### src/rtl/path_arb_pkg.sv
// Shared FSM state type and default configuration constants for path_arbiter.
package path_arb_pkg;

    typedef enum logic {
        IDLE  = 1'b0,
        GRANT = 1'b1
    } arb_state_t;

    localparam int unsigned DEF_NREQ    = 4;
    localparam int unsigned DEF_BURST   = 4;
    localparam int unsigned DEF_TIMEOUT = 64;

endpackage

### src/rtl/path_arbiter_rr_pick.sv
// Combinational round-robin picker: first set request searching upward from
// (last + 1) mod NREQ with wrap-around.
module rr_pick #(
    parameter int unsigned NREQ = 4,
    parameter int unsigned IW   = $clog2(NREQ)
) (
    input  logic [NREQ-1:0] req,
    input  logic [IW-1:0]   last,
    output logic            valid,
    output logic [IW-1:0]   winner
);

    int unsigned idx;

    always_comb begin
        valid  = 1'b0;
        winner = '0;
        idx    = 0;
        // Offset 1..NREQ so the previous winner is considered last.
        for (int unsigned i = 1; i <= NREQ; i++) begin
            idx = (32'(last) + i) % NREQ;
            if (!valid && req[idx[IW-1:0]]) begin
                valid  = 1'b1;
                winner = idx[IW-1:0];
            end
        end
    end

endmodule

### src/rtl/path_arbiter.sv
// Round-robin burst arbiter for a shared downstream path.
// Optional starvation watchdog enabled by defining PATH_ARB_WATCHDOG_EN.
module path_arbiter
    import path_arb_pkg::*;
#(
    parameter int unsigned NREQ    = DEF_NREQ,
    parameter int unsigned BURST   = DEF_BURST,
    parameter int unsigned TIMEOUT = DEF_TIMEOUT
) (
    input  logic                    clk,
    input  logic                    rst_n,
    input  logic [NREQ-1:0]         req_i,
    input  logic                    ready_i,
    input  logic                    flush_i,
    output logic [NREQ-1:0]         gnt_o,
    output logic [$clog2(NREQ)-1:0] owner_o,
    output logic                    busy_o,
    output logic [NREQ-1:0]         starve_o
);

    localparam int unsigned IW = $clog2(NREQ);
    localparam int unsigned CW = $clog2(BURST + 1);

    if (NREQ < 2 || NREQ > 16 || BURST < 1 || BURST > 255 || TIMEOUT < 1) begin : g_bad_cfg
        $error("path_arbiter: parameter out of range");
    end

    arb_state_t      state_q, state_d;
    logic [NREQ-1:0] gnt_q, gnt_d;
    logic [IW-1:0]   owner_q, owner_d;
    logic [IW-1:0]   last_q, last_d;
    logic [CW-1:0]   cnt_q, cnt_d;

    logic            pick_valid;
    logic [IW-1:0]   pick_idx;
    logic            burst_done;
    logic            hold;

    rr_pick #(
        .NREQ (NREQ),
        .IW   (IW)
    ) u_pick (
        .req    (req_i),
        .last   (last_q),
        .valid  (pick_valid),
        .winner (pick_idx)
    );

    // cnt_q counts completed grant cycles; the current cycle is the last when it hits BURST-1.
    assign burst_done = (cnt_q == CW'(BURST - 1));
    assign hold       = req_i[owner_q] && !burst_done;

    always_ff @(posedge clk or negedge rst_n) begin
        if (!rst_n) begin
            state_q <= IDLE;
            gnt_q   <= '0;
            owner_q <= '0;
            last_q  <= IW'(NREQ - 1);
            cnt_q   <= '0;
        end else begin
            state_q <= state_d;
            gnt_q   <= gnt_d;
            owner_q <= owner_d;
            last_q  <= last_d;
            cnt_q   <= cnt_d;
        end
    end

    always_comb begin
        state_d = state_q;
        gnt_d   = gnt_q;
        owner_d = owner_q;
        last_d  = last_q;
        cnt_d   = cnt_q;

        if (flush_i) begin
            state_d = IDLE;
            gnt_d   = '0;
            owner_d = '0;
            last_d  = IW'(NREQ - 1);
            cnt_d   = '0;
        end else if (state_q == GRANT && ready_i && hold) begin
            cnt_d = cnt_q + 1'b1;
        end else if (ready_i && pick_valid) begin
            // New grant from IDLE or direct hand-off (possibly to the same owner).
            state_d         = GRANT;
            gnt_d           = '0;
            gnt_d[pick_idx] = 1'b1;
            owner_d         = pick_idx;
            last_d          = pick_idx;
            cnt_d           = '0;
        end else begin
            state_d = IDLE;
            gnt_d   = '0;
            owner_d = '0;
            cnt_d   = '0;
        end
    end

    assign gnt_o   = gnt_q;
    assign owner_o = owner_q;
    assign busy_o  = (state_q == GRANT);

`ifdef PATH_ARB_WATCHDOG_EN
    localparam int unsigned WW = $clog2(TIMEOUT + 1);

    logic [WW-1:0]   wait_q [NREQ];
    logic [NREQ-1:0] starve_q;

    always_ff @(posedge clk or negedge rst_n) begin
        if (!rst_n) begin
            for (int unsigned i = 0; i < NREQ; i++) begin
                wait_q[i] <= '0;
            end
            starve_q <= '0;
        end else begin
            for (int unsigned i = 0; i < NREQ; i++) begin
                if (req_i[i] && !gnt_q[i]) begin
                    if (wait_q[i] != WW'(TIMEOUT)) begin
                        wait_q[i] <= wait_q[i] + 1'b1;
                    end
                    if (wait_q[i] >= WW'(TIMEOUT - 1)) begin
                        starve_q[i] <= 1'b1;
                    end
                end else begin
                    wait_q[i] <= '0;
                end
            end
        end
    end

    assign starve_o = starve_q;
`else
    assign starve_o = '0;
`endif

endmodule

### config.mk
export PLATFORM = sky130hd
export DESIGN_NAME = path_arbiter
export DESIGN_NICKNAME = d
export VERILOG_FILES = /design/src/rtl/path_arb_pkg.sv /design/src/rtl/path_arbiter_rr_pick.sv /design/src/rtl/path_arbiter.sv
export SDC_FILE = /design/constraint.sdc
export NUM_CORES = 1
export LEC_CHECK = 0
export CORE_MARGIN = 2
export CORE_UTILIZATION = 49
export DETAILED_ROUTE_END_ITERATION = 12
export GPL_TIMING_DRIVEN = 0
export HOLD_SLACK_MARGIN = 0.12
export PLACE_DENSITY = 0.81
export SETUP_SLACK_MARGIN = 0.2
export SYNTH_ARGS = -nofsm -noshare
export SYNTH_HDL_FRONTEND = slang
export SYNTH_SLANG_ARGS = --single-unit
### constraint.sdc
create_clock -name clk -period 4.5 [get_ports clk]
set_input_delay 0.675 -clock clk [delete_from_list [all_inputs] [get_ports clk]]
set_output_delay 0.675 -clock clk [all_outputs]
set_load 0.05 [all_outputs]
# Word level (Yosys, flattened, before mapping)
# Index checks and enable logic that the tools add are counted.
# Widths: inputs -> output; s select.
dict set report op_classes {
  addsub 5
  order_cmp 7
  eq_ne 2
  n_mux 34
  n_reduce_logical 14
}
# op count
set op_table {}
lappend op_table {{$mux 2} 10}
lappend op_table {{$lt 2x3->1 const B} 6}
lappend op_table {{$mux 1} 13}
lappend op_table {{$mux 4} 3}
lappend op_table {{$bmux 1 s2} 5}
lappend op_table {{$logic_and 1x1->1} 8}
lappend op_table {{$mux 3} 2}
lappend op_table {{$add 2x1->2 const B} 2}
lappend op_table {{$add 2x2->2 const B} 2}
lappend op_table {{$logic_not 1->1} 4}
lappend op_table {{$add 3x1->3 const B} 1}
lappend op_table {{$eq 3x2->1 const B} 1}
lappend op_table {{$demux 1 s2} 1}
lappend op_table {{$ge 2x1->1 const B} 1}
lappend op_table {{$ne 2x2->1 const B} 1}
lappend op_table {{$reduce_and 2->1} 1}
lappend op_table {{$reduce_bool 2->1} 1}
dict set report totals {
  ff_bits 12
  out_inout_bits 11
  elab_cells 67
}

# Logic depth before layout (Yosys ltp)
dict set report depth {
  word_depth 20
  mapped_depth 6
}

# Modules after synthesis
# From an unflattened synthesis, not the netlist that was laid out.
dict set report hier_totals {
  hier_cells 65
  area_unflattened_um2 701.9
}
# mod n_inst cells_per_inst area_each_um2
set by_module_without_submodules {}
lappend by_module_without_submodules {path_arbiter 1 51 610.6}
lappend by_module_without_submodules {rr_pick 1 14 91.3}

# Worst setup path after synthesis
# No wires, ideal clock.
dict set report synth_timing {
  path_type {reg-to-reg}
  startpoint {reg owner_q[0] (netlist: owner_o[0])}
  endpoint {reg gnt_q[3] (netlist: gnt_o[3])}
  setup_ns 0.121
  arrival_time_ns 1.825
  t_required_ns 4.379
  slack_ns 2.554
  stages_incl_launch_ff 5
  path_buffers 0
  path_cell_list {dfrtp_1 -> mux2i_1 -> a2111oi_4 -> a22oi_1 -> a32o_2}
}
dict set report synth_via {
  elab_chain_cells 5
}
# element line
set synth_lines {}
lappend synth_lines {{start, declared} path_arbiter.sv:30} ;# logic [IW-1:0] owner_q, owner_d;
lappend synth_lines {{start signal, assigned} path_arbiter.sv:63} ;# owner_q <= owner_d;
lappend synth_lines {{$bmux 1 s2} path_arbiter.sv:51} ;# assign hold = req_i[owner_q] && !burst_done;
lappend synth_lines {{$mux 1 (not written as such)} path_arbiter.sv:51}
lappend synth_lines {{$logic_and 1x1->1} path_arbiter.sv:51}
lappend synth_lines {{$logic_and 1x1->1} path_arbiter.sv:82} ;# end else if (state_q == GRANT && ready_i && hold) begin
lappend synth_lines {{$ne 2x2->1 (no source line)} -}
lappend synth_lines {{end signal, assigned} path_arbiter.sv:62} ;# gnt_q <= gnt_d;
lappend synth_lines {{end, declared} path_arbiter.sv:29} ;# logic [NREQ-1:0] gnt_q, gnt_d;
# No other way between the ends. The select of a mux whose other input is x is not followed.
# A chain may end at the register's enable or synchronous reset.

# Final worst setup path
dict set report layout_timing {
  startpoint {in flush_i}
  endpoint {reg gnt_q[3] (netlist: gnt_o[3])}
}
dict set report layout_via {
  elab_chain_cells 1
}
# element line
set layout_lines {}
lappend layout_lines {{start, declared} path_arbiter.sv:14} ;# input logic flush_i,
lappend layout_lines {{$ne 2x2->1 (no source line) or $mux 4 (tied branches)} -}
# Several ways; a longest one is shown, not always the timed one.

==> impl_results.md <==
- Metal3 WL: ~79 µm
- Min-delay src: cnt_q[0]$_DFF_PN0_
- Clock transition at the registers of the reported paths: around 0.070 ns
- Initial antenna violation count: 0
- Skew-Pair Late Insertion Delay: between 0.2 and 0.3 ns
- Total of max-cap violations: 0
- DR pass1 iterations: 4
- Nature of the critical path endpoint: flop
- CP startpoint kind: primary input
- Register area share after synthesis: 0.434
- Post_cts resized: 0
- Most common cell after layout, fill and taps aside: clkdlybuf4s50_1
- Share of cells above drive strength 1: 0.233
- Port Buffers: 14
- Met2 wire len: ~540 µm
- Tightest Pin Transition: around 0.55 ns
- Core area: 1320 µm²
- First-pass GRT wire length: ~2300 µm
- Avg Inst Size Synth: 10.7 µm²
- Postcts setup bufs: 0
- Worst vdd rail ir drop: 0.188 mV
- Vias in the first global route: around 530
- Crit-path cells: clkdlybuf4s50_1 -> nand2b_1 -> a2111oi_4 -> a22oi_1 -> a32o_2
- Vias: between 500 and 600
- Top_reg_cell synth: dfrtp_1
- Setup_tns: 0 ns
- EDFF count, synth: 0
- Most frequent cells in the layout: clkdlybuf4s50_1 (14), dfrtp_1 (10), buf_4 (5), nor2_1 (4), conb_1 (4)
- Synth warnings: 0
- R2R depth: 5
- Die W: ~42 µm
- Pwr/cell area: 291 nW/µm²
- Non-Filler Instances: roughly 100
- Clock Skew: about 0.0059 ns
- CP max FO: 7
- Nets: 97
- Hold Path Sink: cnt_q[0]$_DFF_PN0_
- Leakage power: just over 0.4 nW
- RSZ-0062 raised after global routing: false
- CTS buffer count: 3
- Drt drc: 0
- Number of vias per cell: approximately 5.6
- Hold Crit Class: flop to flop
- CP bufs+invs: 1
- Fin Hold WS: 0.442 ns
- Max frequency: around 0.44 GHz
- H-tree levels: 1
- Slew margin rel.: 0.631
- Antenna fix cells: 0
- Routed len/inst: between 10 and 15 µm
- Placed cells: between 90 and 100
- Final setup viols: 0
- Netlist cell types: 33
- Fin crit period: approximately 2.3 ns
- TritonCTS clock tree: built
- Critical setup path kind: primary input to flop
- Metal1 wirelength: a little over 600 µm
- Post-CTS Hold Buffers: 0
- Clk buf depth: 2
- Largest net degree at the start of global routing: 13
- Hpwl dp: 949 µm
- Pins Over Slew Limit: 0
- Gpl congestion: a little under 0.8
- Initial DRC count: 21
- Critical path's top delay family: compound AO/OA/AOI/OAI gates
- Top layer in use: met4
- Slowest Stage Delay on Critical Path: around 0.53 ns
- Crit path DAT: roughly 2.5 ns
- Async SR Flop Fraction: 1.00
- Total gr overflow: 0
- Final period util: 0.507
- R2r endpoint: gnt_o[3]$_DFFE_PN0P_
- Worst EP required: around 4.7 ns
- Final hold violation count: 0
- Rows: 13
- Worst Setup SP: flush_i
- Die extent in y: between 40 and 50 µm
- IO Pins: 19
- Hold path depth: 1
- Die area: 1740 µm²
- Crit Reg-Reg Startpoint: cnt_q[0]$_DFF_PN0_
- Area delta synth->final: 28.2%
- Post-Syn Instances: 65
- Total Routed Length: 1280 µm
- GRT Overall Usage: 0.171
- Setup slack, reg-to-reg: roughly 2.6 ns
- Total Power: about 0.26 mW
- Outcome: finished clean
- Initial cell density of the core: 0.529
- Root Driver: clkbuf_4
- Clock sink count: 12
- Synth Register Bits: 12
- Slowest stage cell, crit path: a2111oi_4
- Mapped cell area: about 700 µm²
- Antenna Nets Post-Route: 0
## synthesized netlist by cell type, drive strengths merged (2+ instances only)
cell / instances / area [µm²]
dfstp: 2 / 52.6
buf: 5 / 37.5
a22oi: 2 / 15.0
nor2b: 3 / 18.8
dfrtp: 10 / 250
nor2: 4 / 15.0
ha: 2 / 25.0
inv: 3 / 11.3
nand2: 3 / 11.3
o21ai: 2 / 10.0
mux2i: 3 / 30.0
nand3: 3 / 15.0
nand2b: 2 / 12.5
a22o: 2 / 20.0
## registers in the layout, indices dropped and copies added, names as in the netlist
register / flops
busy_o: 1
cnt_q: 3
owner_o: 2
last_q: 2
gnt_o: 4
## worst max-delay path by stage
stage	depth (start not counted)	endpoint	slack [ns]
6_report	5	gnt_o[3]$_DFFE_PN0P_	2.22
5_1_grt	5	gnt_o[3]$_DFFE_PN0P_	2.09
4_1_cts	5	gnt_o[3]$_DFFE_PN0P_	2.21
3_5_place_dp	5	gnt_o[3]$_DFFE_PN0P_	1.92
3_3_place_gp	5	gnt_o[3]$_DFFE_PN0P_	1.93
2_1_floorplan	4	gnt_o[3]$_DFFE_PN0P_	2.55
## stage by stage
stage	cell area (µm²)	worst slack, ns	utilization
2_1_floorplan	708	2.55	-
3_3_place_gp	867	1.93	0.658
3_5_place_dp	867	1.92	0.658
4_1_cts	893	2.21	0.678
5_1_grt	893	2.09	0.678
6_report	893	2.22	0.678
## worst reg2reg max path: stages, from the launching register on
cell and delay [ns]:
dfrtp_1 0.39, ha_1 0.20, ha_1 0.20, a2111oi_4 0.47, a22oi_1 0.23, a32o_2 0.30
## where the power goes
| group | internal, mW | switching (mW) |
|---|---|---|
| Clock | 0.0344 | 0.0351 |
| Combinational | 0.0277 | 0.0420 |
| Sequential | 0.115 | 0.00580 |
| Total | 0.177 | 0.0829 |
## area by class of cell
type | count | area [µm²]
Sequential cell | 12 | 303
Clock buffer | 4 | 26.3
Buffer | 5 | 37.5
Fill cell | 111 | 424
Tap cell | 15 | 18.8
Inverter | 3 | 11.3
Timing Repair Buffer | 14 | 140
Multi-Input combinational cell | 48 | 357
## logic make-up after synthesis
group / share of synthesized area
compound gates: 0.196
fa+ha+maj: 0.0359
buf+inv: 0.0700
flops: 0.434
mux: 0.0646
other cells: 0.00538
simple gates: 0.194
## metal layers
metal,vias to the layer above,track usage
met5,-,0
met4,0,0.116
met3,5,0.0348
met2,24,0.247
met1,263,0.230
li1,270,-
(Power assumes the default switching activity.)
==> RTL edit 1 (same settings) <==
The package constant `DEF_NREQ` goes from 4 to 8.
--- a/src/rtl/path_arb_pkg.sv
+++ b/src/rtl/path_arb_pkg.sv
@@ -8,3 +8,3 @@
 
-    localparam int unsigned DEF_NREQ    = 4;
+    localparam int unsigned DEF_NREQ    = 8;
     localparam int unsigned DEF_BURST   = 4;
Interface: changed (resized gnt_o, owner_o, req_i and starve_o); port bits go from 19 to 32. The function was not compared with the original's and may differ.
==> RTL edit 1 against the unedited design <==
Cell area rose to 2.6 times the old value. Synthesized area rose to 2.7 times the old value. Worst setup slack got worse by 1800 ps. Sequential power rose by 100%. Die area rose to 2.5 times the old value. Fmax fell by 44%. Power rose to 6.3 times the old value. First-iteration DRC count rose to 4.3 times the old value. Sequential cell count rose by 6. Critical path depth rose by 6. Clock power rose by 68%. Wire length rose to 3.8 times the old value. Critical endpoint is now gnt_o[5]. Largest power group is now combinational logic.
==> RTL edit 1: results (changes against the unedited design) <==
----------------------------------------------------
[Run status]
  Run status ... completed (unchanged)

[Pwr]
  Sequential power share ... 15.3% (was 46.4%)
  Sw power ... 0.861 mW (was 0.0829 mW)
  Leakage power total ... 0.979 nW (was 0.413 nW)
  Power Internal ... 0.764 mW (was 0.177 mW)
  IR Drop Worst-Case VDD ... 0.000491 V (was 0.000188 V)

[Setup path]
  Maximum fanout along the worst path ... 10 (was 7)
  Termination of the worst setup path ... gnt_o[5] (was gnt_o[3])
  Worst Reg-to-Reg Cells ... 11 (was 5)

[Layout]
  Fraction of layout instances using a drive strength above 1 ... 19.1% (was 23.3%)
  Fill cells ... 326 (was 111)
  Nets ... 253 (was 97)
  Max FFs per register ... 8 (was 4)

[Global route]
  Global-route wire length before repair ... 7960 um (was 2260 um)
  GRT Util Overall ... 23.6% (was 17.1%)
  Maximum number of pins on one net before global-route repair ... 19 (was 13)

[STA]
  Min Tclk post-route ... 4060 ps (was 2280 ps)
  Least-Margin Pin Slew ... 785 ps (was 549 ps)
  Clock Skews ... 2.37 ps (was 5.88 ps)

[Yosys]
  Synthesized-area fraction occupied by ao, oa, aoi and oai cells ... 23.2% (was 19.6%)
  Area share of fa/ha/maj cells after synthesis ... 2.62% (was 3.59%)
  Dominant cells by area after synthesis ... dfrtp_1 (20%), mux4_2 (11%), dfstp_2 (4.1%), nand2_1 (3.9%), mux2i_1 (3.7%) (was dfrtp_1 (36%), dfstp_2 (7.5%), buf_4 (5.4%), mux2i_1 (4.3%), a2111oi_4 (3.9%))
  Synthesized area per cell ... 9.44 um2 (was 10.7 um2)

[Placement]
  Post-place instance area ... 2220 um2 (was 867 um2)
  Hpwl dp ... 3690 um (was 949 um)
  Post-placement cell count ... 280 (was 97)

[Route]
  Via density per instance ... 6.21 (was 5.56)
  Total Wirelength ... 4830 um (was 1280 um)
  Via total after detailed routing ... 1763 (was 562)

----------------------------------------------------
==> RTL edit 1: cell count changes after synthesis, sizes merged, moves of 6 or more <==
cell | unedited run | this run
nand2 | 3 | 20
a21oi | 1 | 9
o21ai | 2 | 8
buf | 5 | 15
mux4 | 0 | 11
nor2 | 4 | 13
o41ai | 0 | 8
mux2 | 1 | 7
==> RTL edit 1: area by class of cell <==
cell class                      count  area [um2]  share of cell area (%)
Multi-Input combinational cell    166        1360                    59.4
Sequential cell                    18         454                    19.9
Timing Repair Buffer               23         230                    10.1
Inverter                            7        26.3                    1.15
Clock buffer                        4        45.0                    1.97
Tap cell                           48        60.1                    2.63
Buffer                             18         113                    4.92
==> RTL edit 1: layer usage <==
layer / share of wire (%) / vias up / GRT usage [%] / routed length [um]
met1: 43 / 832 / 29.1 / 2080
met4: 2.7 / 0 / 11.5 / 130
met3: 4.3 / 14 / 1.70 / 210
met2: 50 / 68 / 41.5 / 2410
met5: 0 / - / 0 / 0
li1: - / 849 / - / -
==> RTL edit 2 (same flow settings) <==
Without the edit above. Build with the macro `PATH_ARB_WATCHDOG_EN` defined.
--- a/src/rtl/path_arbiter.sv
+++ b/src/rtl/path_arbiter.sv
@@ -2,2 +2,4 @@
 // Optional starvation watchdog enabled by defining PATH_ARB_WATCHDOG_EN.
+`define PATH_ARB_WATCHDOG_EN
+
 module path_arbiter
Formal check against the unedited RTL: same outputs for any inputs over 4 cycles, from zero or initial values and one cycle with rst_n low; that may be too few to reach the edited logic, so the function may still have changed.
==> RTL edit 2 against the unedited design <==
Worst setup slack worse by 83 ps. Sequential share of layout area up 8.3 points. Non-clock buffer count up 6. Wire length rose to 3.1 times the old value. Power rose to 3.2 times the old value. Die area rose to 3.0 times the old value. Cell count rose to 3.0 times the old value. Critical path depth up 1. Utilization down 8.6 points. Synthesized area rose to 3.2 times the old value. Sequential cell count up 32. Clock skew down 2.0 ps. Cell area rose to 2.9 times the old value.
==> RTL edit 2: results (changes against the unedited design) <==
----------------------------------------------------
[Placement]
  Hpwl dp ... 2790 um (was 949 um)
  Final estimated routing congestion in global placement ... 0.756 (was 0.794)
  Number of input and output port buffers inserted ... 18 (was 14)
  Dpl ws ... 1850 ps (was 1920 ps)

[Min path]
  Classification of the worst-slack hold path ... in -> async (was reg -> reg)

[STA]
  Period utilization ... 52.6% (was 50.7%)
  Least-Margin Pin Slew ... 565 ps (was 549 ps)
  Clock Skews ... 3.89 ps (was 5.88 ps)

[Setup path]
  Maximum fanout along the worst path ... 10 (was 7)
  Source of the critical timing path ... req_i[3] (was flush_i)
  Flop-to-flop setup slack ... 2670 ps (was 2600 ps)
  Terminus of the critical flop-to-flop path ... gnt_o[0] (was gnt_o[3])
  Worst path arrival time ... 2540 ps (was 2450 ps)
  Worst Reg-to-Reg Cells ... 6 (was 5)

[Clock tree]
  Clk_lat worst skew ... 300 ps (was 270 ps)
  Number of CTS-inserted buffers ... 5 (was 3)
  Count of buffers added by post-CTS timing repair for setup ... 0 (unchanged)
  Master cell of the clock root buffer ... clkbuf_8 (was clkbuf_4)

[Yosys]
  Ranking of synthesized cells by instance count ... dfrtp_1 (42), nor2_1 (24), nand3_1 (18) (was dfrtp_1 (10), buf_4 (5), nor2_1 (4))
  Sequential share of the synthesized area ... 48.8% (was 43.4%)
  Dominant cells by area after synthesis ... dfrtp_1 (46%), ha_1 (5.5%), nand3_1 (4.0%), nor2_1 (4.0%), xnor2_1 (3.5%) (was dfrtp_1 (36%), dfstp_2 (7.5%), buf_4 (5.4%), mux2i_1 (4.3%), a2111oi_4 (3.9%))

[Global route]
  GRT Util Overall ... 17.2% (was 17.1%)
  Global-route wire length before repair ... 6910 um (was 2260 um)
  Maximum number of pins on one net before global-route repair ... 34 (was 13)

[Route]
  Wire length on met2 ... 1720 um (was 544 um)
  Via total after detailed routing ... 1641 (was 562)
  Routed wire length per instance ... 13.1 um (was 12.7 um)
  Top sig layer ... met4 (unchanged)
  Iter 0 DRT Violations ... 123 (was 21)
  Routed wl met3 ... 145 um (was 79 um)
  Number of search-and-repair iterations in the first detailed-routing pass ... 6 (was 4)

[Layout]
  Fraction of layout instances using a drive strength above 1 ... 6.88% (was 23.3%)
  Fill cells ... 353 (was 111)
  Nets ... 264 (was 97)
  Max FFs per register ... 28 (was 4)
  # diodes ... 0 (unchanged)

[Run status]
  Run status ... completed (unchanged)

[Pwr]
  IR Drop Worst-Case VDD ... 0.000176 V (was 0.000188 V)
  Power Internal ... 0.591 mW (was 0.177 mW)
  Leakage power total ... 1.14 nW (was 0.413 nW)

----------------------------------------------------
RTL edit 2: changes by cell type after synthesis, sizes merged, moves of 9 or more:
cell   delta
nand3    +15
dfrtp    +32
xor2      +9
xnor2     +9
inv       +9
a21oi    +10
nor2     +20
RTL edit 2: through the flow:
stage	cells	total power [mW]	instance area, um2	hold WS [ps]	util [%]
finish	299	0.820	2620	248	59.2
global route	299	0.862	2620	254	59.2
CTS	299	0.832	2620	248	59.2
detailed placement	291	0.575	2520	462	57.1
global placement	290	0.570	2510	459	56.8
floorplan	220	0.526	2260	379	-
RTL edit 2: power by group through the flow:
stage	clock network (mW)	logic [mW]	registers [mW]
floorplan	0	0.0631	0.463
global placement	0	0.126	0.444
detailed placement	0	0.130	0.445
CTS	0.264	0.131	0.437
global route	0.279	0.143	0.440
finish	0.254	0.129	0.437
RTL edit 2: cell families (layout without fill, tap and decap cells):
family                   Yosys count  in the layout  synth area share, %
AND/OR/NAND/NOR                   84             84                 19.9
flip-flops                        44             44                 48.8
AO/OA/AOI/OAI                     40             40                 12.9
XOR/XNOR                          18             18                 6.97
buffers and inverters             18             45                 3.32
adder cells (fa/ha/maj)           10             10                 5.53
multiplexers                       6              6                 2.65
RTL edit 2: worst max-delay path: stages:
cell and delay (ps):
clkdlybuf4s50_1 620, mux2i_1 170, a2111oi_4 620, and2_1 230
buf_6 140, o41ai_1 80
RTL edit 2: cell type report:
cell class / count / area [um2] / share of cell area [%]
well taps: 52 / 65.1 / 2.49
plain buffers: 6 / 30.0 / 1.15
inverters: 12 / 45.0 / 1.72
clock buffers: 6 / 82.6 / 3.16
multi-input cells: 158 / 1080 / 41.4
flip-flops and latches: 44 / 1100 / 42.2
clock inverters: 2 / 10.0 / 0.383
repair buffers: 19 / 195 / 7.46
RTL edit 2: how the worst min path moves through the flow:
stage | from | end | slack [ps]
6_report | rst_n | cnt_q[0] | 250
3_3_place_gp | starve_o[1] | starve_o[1] | 460
2_1_floorplan | rst_n | busy_o | 380
3_5_place_dp | starve_o[2] | starve_o[2] | 460
4_1_cts | rst_n | gnt_o[0] | 250
5_1_grt | rst_n | cnt_q[0] | 250
RTL edit 2: routing by layer:
| metal | GRT usage (%) | up-vias |
|---|---|---|
| met3 | 5.14 | 9 |
| met4 | 7.55 | 0 |
| met2 | 24.4 | 26 |
| met5 | 0 | - |
| li1 | - | 817 |
| met1 | 24.5 | 789 |
